<file path="src/rtl/ahb_pkg.sv">
// Shared AHB encodings and helpers.
// Used by the arbiter and its round-robin picker.
package ahb_pkg;

  typedef enum logic [1:0] {
    IDLE   = 2'b00,
    BUSY   = 2'b01,
    NONSEQ = 2'b10,
    SEQ    = 2'b11
  } htrans_e;

  localparam logic [2:0] HB_SINGLE = 3'd0;
  localparam logic [2:0] HB_INCR   = 3'd1;
  localparam logic [2:0] HB_WRAP4  = 3'd2;
  localparam logic [2:0] HB_INCR4  = 3'd3;
  localparam logic [2:0] HB_WRAP8  = 3'd4;
  localparam logic [2:0] HB_INCR8  = 3'd5;
  localparam logic [2:0] HB_WRAP16 = 3'd6;
  localparam logic [2:0] HB_INCR16 = 3'd7;

  // SEQ beats still owed after the NONSEQ of a fixed burst
  function automatic logic [3:0] burst_beats(input logic [2:0] hburst);
    logic [3:0] n;
    case (hburst)
      HB_WRAP4,  HB_INCR4:  n = 4'd3;
      HB_WRAP8,  HB_INCR8:  n = 4'd7;
      HB_WRAP16, HB_INCR16: n = 4'd15;
      default:              n = 4'd0;
    endcase
    return n;
  endfunction

endpackage

</file>
<file path="src/rtl/ahb_rr_select.sv">
// Round-robin picker: first requester at or after start,
// wrapping; default_idx when nobody requests.
module ahb_rr_select #(
  parameter int N  = 3,
  parameter int MW = 2
) (
  input  logic [N-1:0]  req,
  input  logic [MW-1:0] start,
  input  logic [MW-1:0] default_idx,
  output logic [MW-1:0] winner,
  output logic          any
);

  int j;

  // scan backwards so the lowest offset from start is written last
  always_comb begin
    winner = default_idx;
    any    = 1'b0;
    j      = 0;
    for (int i = N - 1; i >= 0; i--) begin
      j = int'(start) + i;
      if (j >= N) j = j - N;
      if (req[j[MW-1:0]]) begin
        winner = j[MW-1:0];
        any    = 1'b1;
      end
    end
  end

endmodule

</file>
<file path="src/rtl/ahb_arbiter.sv">
// Round-robin AHB arbiter with burst/lock protection
// and parking on a default master.
module ahb_arbiter
  import ahb_pkg::*;
#(
  parameter  int NUM_MASTERS    = 3,
  parameter  int DEFAULT_MASTER = 0,
  localparam int MW = (NUM_MASTERS > 1) ? $clog2(NUM_MASTERS) : 1
) (
  input  logic                   hclk,
  input  logic                   hreset,
  input  logic [NUM_MASTERS-1:0] hbusreq,
  input  logic [NUM_MASTERS-1:0] hlock,
  input  logic [1:0]             htrans,
  input  logic [2:0]             hburst,
  input  logic                   hready,
  output logic [NUM_MASTERS-1:0] hgrant,
  output logic [MW-1:0]          hmaster,
  output logic                   hmastlock
);

  localparam logic [MW-1:0] DEF = MW'(DEFAULT_MASTER);
  localparam logic [MW-1:0] LAST = MW'(NUM_MASTERS - 1);

  logic [MW-1:0] g_idx;
  logic [MW-1:0] g_nxt;
  logic [MW-1:0] start;
  logic [MW-1:0] winner;
  logic [3:0]    rem;
  logic [3:0]    rem_nxt;
  logic          any;
  logic          arb_ok;

  assign start = (hmaster == LAST) ? '0 : hmaster + 1'b1;

  ahb_rr_select #(
    .N  (NUM_MASTERS),
    .MW (MW)
  ) u_sel (
    .req         (hbusreq),
    .start       (start),
    .default_idx (DEF),
    .winner      (winner),
    .any         (any)
  );

  always_ff @(posedge hclk) begin
    if (hreset) begin
      g_idx     <= DEF;
      hmaster   <= DEF;
      hmastlock <= 1'b0;
      rem       <= '0;
    end else if (hready) begin
      g_idx     <= g_nxt;
      hmaster   <= g_idx;
      hmastlock <= hlock[g_idx];
      rem       <= rem_nxt;
    end
  end

  always_comb begin
    rem_nxt = rem;
    if (hready) begin
      case (htrans_e'(htrans))
        NONSEQ:  rem_nxt = burst_beats(hburst);
        SEQ:     if (rem != '0) rem_nxt = rem - 4'd1;
        BUSY:    rem_nxt = rem;
        default: rem_nxt = '0;
      endcase
    end
    // grant may only move once the owed beats are all taken
    arb_ok = hready & ~hlock[g_idx] & (rem_nxt == '0);
    g_nxt  = g_idx;
    if (arb_ok) g_nxt = any ? winner : DEF;
  end

  always_comb begin
    hgrant        = '0;
    hgrant[g_idx] = 1'b1;
  end

endmodule

</file>
<file path="config.mk">
export PLATFORM = sky130hd
export DESIGN_NAME = ahb_arbiter
export DESIGN_NICKNAME = d
export VERILOG_FILES = /design/src/rtl/ahb_pkg.sv /design/src/rtl/ahb_rr_select.sv /design/src/rtl/ahb_arbiter.sv
export SDC_FILE = /design/constraint.sdc
export NUM_CORES = 1
export LEC_CHECK = 0
export CAP_MARGIN = 30
export CORE_AREA = 2 2 46 48
export DETAILED_ROUTE_END_ITERATION = 8
export DIE_AREA = 0 0 48 50
export PLACE_DENSITY = 0.65
export SLEW_MARGIN = 15
export SYNTH_ARGS = -nofsm -noshare
export SYNTH_HDL_FRONTEND = slang
export SYNTH_SLANG_ARGS = --single-unit
export TNS_END_PERCENT = 20
</file>
<file path="constraint.sdc">
create_clock -name hclk -period 5.8 [get_ports hclk]
set_clock_uncertainty 0.15 [all_clocks]
set_input_delay 1.74 -clock hclk [delete_from_list [all_inputs] [get_ports hclk]]
set_output_delay 1.74 -clock hclk [all_outputs]
set_load 0.05 [all_outputs]
</file>
==> flow_summary.json, run 1 <==
{
  "yosysWarnings": 0,
  "leakagePower_nw": 0.3365,
  "power.density_nw_per_um2": 194.4,
  "grt_remaining_overflow": 0,
  "grt_util_all_layers_pct": 12.64,
  "reg2reg_depth": 7,
  "final_nets": 108,
  "path_delay_family": "buffers and inverters",
  "multi_input_area_um2": 411.6,
  "max_freq_ghz": 0.2766,
  "met2_usage_pct": 19.56,
  "antenna_found_initial": 0,
  "clk_pin_slew_ps": 60,
  "hold_buffers": 0,
  "die_h_um": 50,
  "io_pins": 20,
  "cpMaxStageDelayCell": "clkdlybuf4s50_1",
  "dr.pass1.iters": 4,
  "placed_cell_area_um2": 828.3,
  "seq_area_um2": 180.2,
  "area_growth_pct": 35.79,
  "yosysTopAreaCellShare_pct": 28.63,
  "die_area_um2": 2400,
  "synth_edf_count": 0,
  "finalCriticalPeriod_ps": 3616,
  "syn_nets": 88,
  "worstSetupPathType": "input pin to flip-flop",
  "worst_hold_path_type": "flip-flop to flip-flop",
  "power_w": 0.0001661,
  "final-setup-viol-count": 0,
  "synthCells": 73,
  "grt_max_degree": 14,
  "tritoncts": "done",
  "grt_pass1_wl_mm": 2.166,
  "start_util_pct": 33.09,
  "cts_root_buffer": "clkbuf_4",
  "async_flop_share_pct": 0,
  "dp_hpwl_mm": 1.068,
  "status": "finished, final reports clean",
  "synth_seq_cells": 9,
  "nFillCells": 185,
  "vias": 600,
  "max_cap_viol_count": 0,
  "routabilityCongestion": 0.7760,
  "gr-usage-met3_pct": 3.297,
  "clkSinkCount": 9,
  "grt_busiest_layer": "met2",
  "core_um2": 1902,
  "synth_area_per_cell_um2": 8.621,
  "synth.distinct_cells": 29,
  "design_area_um2": 854.6,
  "seq_area_frac_synth_pct": 28.63,
  "die_w_um": 48,
  "wire_per_inst_um": 11.52,
  "clockBufferDepth": 2,
  "placementRows": 16,
  "peakVddDrop_mv": 0.09281,
  "startpoint_type": "input pin",
  "path_cells": "clkdlybuf4s50_1 -> inv_1 -> a221o_1 -> a2111oi_4 -> nand4_2 -> mux2i_1",
  "drive_gt1_share_pct": 8.696,
  "ys_top_cells_by_area": "dfxtp_1 29%, mux2i_1 9.5%, a2111oi_4 4.4%",
  "antenna_cells": 0,
  "rsz0062_at_grt": "false",
  "slew_headroom_pct": 64.22,
  "synth.largest_area_cell": "dfxtp_1",
  "timing.final.crit_share_pct": 62.34,
  "ant_nets": 0,
  "cts-resized-gates": 0,
  "first_global_vias": 532,
  "drt_iter0_markers": 5,
  "hold_depth": 1,
  "tns_ps": 0,
  "maxSlewViolCount": 0,
  "route.detailed.drc": 0,
  "worst_setup_path_end_kind": "flip-flop",
  "cts-buffers-inserted": 3,
  "numPortBuffers": 18,
  "cp.depth": 6,
  "wirelength_mm": 1.371,
  "ys.flop_type": "dfxtp_1",
  "cp_num_buf_inv": 2,
  "crit_fanout": 9,
  "crit_required_ps": 5790,
  "cts_max_level": 1,
  "grt.met1_usage_pct": 15.49,
  "cts_setup_buffers": 0,
  "netlist_area_um2": 629.4,
  "worstPathArrival_ps": 3610,
  "clk_latency_ps": 250,
  "finalHoldViolCount": 0,
  "tightest_slew_ps": 532.6,
  "critPathMaxStageDelay_ps": 740,
  "vias_per_cell": 5.042
}
-- cell families after synthesis --
group / synth area share, %
adder cells (fa/ha/maj): 1.988
AND/OR/NAND/NOR: 28.03
buffers and inverters: 5.963
AO/OA/AOI/OAI: 23.46
multiplexers: 11.93
flip-flops: 28.63
-- worst paths after layout --
check	start	end	slack, ps
max	hready	g_idx[1]$_SDFFE_PP0P_	2180
max reg2reg	rem[0]$_SDFFE_PP0P_	g_idx[1]$_SDFFE_PP0P_	3760
min reg2reg	hmastlock$_SDFFE_PP0P_	hmastlock$_SDFFE_PP0P_	330
min	hmastlock$_SDFFE_PP0P_	hmastlock$_SDFFE_PP0P_	330
-- state kept, by name, summed over array words and instances, names as in the netlist --
register	flops
rem	4
g_idx	2
hmaster	2
hmastlock	1
-- synthesized netlist by cell type, drive strengths merged, types with 2 or more instances --
| cell | n |
|---|---|
| o211a | 2 |
| dfxtp | 9 |
| o22ai | 2 |
| mux2i | 6 |
| nor2 | 7 |
| nor2b | 4 |
| nor3 | 3 |
| inv | 6 |
| nand4b | 3 |
| nand3 | 3 |
| nand2 | 5 |
| a21oi | 4 |
| buf | 3 |
-- worst register-to-register path: stages (launching register included) --
cell and delay [ps]:
dfxtp_1 330, inv_1 80, ha_1 200, nor3b_2 280
mux2i_1 170, a2111oi_4 360, nand4_2 170, mux2i_1 160
-- power by group --
group          switching, W  internal [W]   total, W  leakage [nW]
sequential       0.00000340     0.0000650  0.0000684        0.0733
combinational     0.0000265     0.0000242  0.0000507         0.248
clock             0.0000206     0.0000264  0.0000470        0.0150
-- per-stage QoR --
| stage | hold WS (ps) | instances | setup WS [ps] | util, % |
|---|---|---|---|---|
| 5_1_grt | 363.8 | 119 | 2010 | 44.93 |
| 3_3_place_gp | 316.0 | 115 | 1954 | 43.55 |
| 3_5_place_dp | 320.6 | 115 | 1898 | 43.55 |
| 2_1_floorplan | 307.4 | 73 | 2696 | - |
| 6_report | 333.1 | 119 | 2184 | 44.93 |
| 4_1_cts | 334.5 | 119 | 2172 | 44.93 |
-- layout by cell type (no fill, tap or decap), types with 2 or more instances in the layout --
cell type / n
nor2_1: 7
dfxtp_1: 9
o22ai_1: 2
nand4b_1: 3
clkbuf_4: 3
o211a_1: 2
mux2i_1: 6
clkdlybuf4s50_1: 18
nor3_1: 3
a21oi_1: 4
nand2_1: 5
inv_1: 6
nor2b_1: 4
nand3_1: 3
-- cell type report --
class                           instances  area share, %
Multi-Input combinational cell         55          48.17
Sequential cell                         9          21.08
Timing Repair Buffer                   18          21.08
Tap cell                               27          3.953
Clock buffer                            4          3.075
Inverter                                6          2.635
-- per-layer routing --
metal  vias to the layer above  share of wire, %
met5                         -                 0
met4                         0                 0
met3                         0               4.9
met2                        17                48
met1                       276                47
li1                        307                 -
(Power assumes the default switching activity.)
==> run 2, diff against run 1 <==
--- a/config.mk
+++ b/config.mk
@@ -9,7 +9,7 @@
 export CORE_AREA = 2 2 46 48
 export DETAILED_ROUTE_END_ITERATION = 8
 export DIE_AREA = 0 0 48 50
-export PLACE_DENSITY = 0.65
+export PLACE_DENSITY = 0.67
 export SLEW_MARGIN = 15
 export SYNTH_ARGS = -nofsm -noshare
 export SYNTH_HDL_FRONTEND = slang
==> constraint.sdc (replaced) <==
create_clock -name hclk -period 3 [get_ports hclk]
set_clock_uncertainty 0.15 [all_clocks]
set_input_delay 0.9 -clock hclk [delete_from_list [all_inputs] [get_ports hclk]]
set_output_delay 0.9 -clock hclk [all_outputs]
set_load 0.05 [all_outputs]
==> run 2 against run 1 <==
Die area did not move. Via count rose by 2.8%. First-iteration DRC count did not move. Wire length rose by 2.9%. Critical path depth fell by 4. Power rose by 97%. Design area rose by 1.8%. Core utilization rose by 0.79 points. Cell count rose by 1.7%. Sequential power rose by 93%. Global-route usage rose by 0.41 points. Count of clock-buffer cells in the layout did not move.
==> flow_summary.json, run 2 (synthesized netlist as in run 1, its figures left out) <==
{
  "final-setup-viol-count": 0,
  "die_h_um": 50,
  "worstSetupPathType": "flip-flop to primary output",
  "start_util_pct": 33.09,
  "ant_nets": 0,
  "design_area_um2": 869.6,
  "finalCriticalPeriod_ps": 2781,
  "startpoint_type": "flip-flop",
  "final_cell_mix": "18 x clkdlybuf4s50_1, 9 x dfxtp_1, 7 x nor2_1, 6 x inv_1, 6 x mux2i_1",
  "grt_pass1_wl_mm": 2.277,
  "antenna_cells": 0,
  "dp_hpwl_mm": 1.089,
  "status": "finished, final reports clean",
  "grt_util_all_layers_pct": 13.05,
  "clk_latency_ps": 260,
  "placementRows": 16,
  "tightest_slew_ps": 536.2,
  "largestRegisters": "rem: 4 flops, g_idx: 2 flops, hmaster: 2 flops",
  "postLayoutCoreUtil_pct": 45.72,
  "peakVddDrop_mv": 0.2283,
  "crit_required_ps": 1950,
  "tns_ps": 0,
  "rsz0062_at_grt": "false",
  "first_global_vias": 559,
  "clkSinkCount": 9,
  "cts_setup_buffers": 0,
  "max_freq_ghz": 0.3596,
  "finalHoldViolCount": 0,
  "vias_per_cell": 5.099,
  "cts-buffers-inserted": 3,
  "cts_root_buffer": "clkbuf_4",
  "layout_commonest_cell": "clkdlybuf4s50_1",
  "drive_gt1_share_pct": 10.64,
  "timing.final.crit_share_pct": 92.69,
  "worst_setup_path_end_kind": "primary output",
  "largest_register": "rem",
  "clockBufferDepth": 2,
  "worstPathArrival_ps": 1730,
  "final_nets": 110,
  "largest_register_ffs": 4,
  "wire_per_inst_um": 11.66,
  "tritoncts": "done",
  "maxSlewViolCount": 0,
  "grt_remaining_overflow": 0,
  "leakagePower_nw": 0.3461,
  "wirelength_mm": 1.411,
  "hold_buffers": 0,
  "placed_cell_area_um2": 843.3,
  "drt_iter0_markers": 5,
  "vias": 617,
  "dr.pass1.iters": 4,
  "area_growth_pct": 38.17,
  "worst_hold_path_type": "flip-flop to flip-flop",
  "antenna_found_initial": 0,
  "grt_max_degree": 14,
  "core_um2": 1902,
  "route.detailed.drc": 0,
  "slew_headroom_pct": 63.98,
  "max_cap_viol_count": 0,
  "numPortBuffers": 18,
  "crit_fanout": 6,
  "power.density_nw_per_um2": 376.5,
  "cts-resized-gates": 0,
  "io_pins": 20,
  "routabilityCongestion": 0.7899,
  "clk_pin_slew_ps": 60,
  "cts_max_level": 1,
  "die_w_um": 48,
  "die_area_um2": 2400
}
-- run 2: changes by cell type in the layout (fill, tap and decap cells not counted) --
| cell | previous run | this run |
|---|---|---|
| buf_4 | 0 | 2 |
-- run 2: stage by stage --
| stage | power (W) | hold WS, ps | setup WS (ps) | std cells |
|---|---|---|---|---|
| CTS | 0.0003335 | 346.2 | 223.7 | 121 |
| global placement | 0.0002340 | 326.8 | 109.6 | 117 |
| finish | 0.0003274 | 341.6 | 219.2 | 121 |
| detailed placement | 0.0002356 | 326.6 | 48.60 | 117 |
| global route | 0.0003466 | 359.9 | 138.3 | 121 |
| floorplan | 0.0001987 | 307.4 | 736.3 | 73 |
-- run 2: critical path: stages, from the launching register on --
cell	delay [ps]
dfxtp_1	420
nor2b_1	210
clkdlybuf4s50_1	840
-- run 2: per-layer routing --
metal | part of all wire [%] | global-route usage [%]
met1 | 48 | 17.44
met2 | 46 | 19.56
met3 | 6.0 | 2.930
met4 | 0 | 5.405
met5 | 0 | 0
-- run 2: worst paths after layout --
kind                           from  slack (ps)                      to  cells past startpoint
max reg2reg     rem[0]$_SDFFE_PP0P_         980   g_idx[1]$_SDFFE_PP0P_                      7
min reg2reg  hmastlock$_SDFFE_PP0P_         340  hmastlock$_SDFFE_PP0P_                      1
min          hmastlock$_SDFFE_PP0P_         340  hmastlock$_SDFFE_PP0P_                      1
max           g_idx[0]$_SDFFE_PP0P_         220               hgrant[1]                      2
-- run 2: layout make-up --
class	instances	area, um^2
sequential	9	180.2
timing repair buffer	20	195.2
fill	193	1032
inverter	6	22.52
tap	27	33.78
multi-input combinational	55	411.6
clock buffer	4	26.28
-- run 2: power by group --
| part | internal [W] | total, W | leakage, nW | switching [W] |
|---|---|---|---|---|
| clock network | 0.0000513 | 0.0000946 | 0.0150 | 0.0000433 |
| logic | 0.0000485 | 0.000101 | 0.258 | 0.0000520 |
| registers | 0.000126 | 0.000132 | 0.0733 | 0.00000667 |
| total | 0.000225 | 0.000327 | 0.346 | 0.000102 |
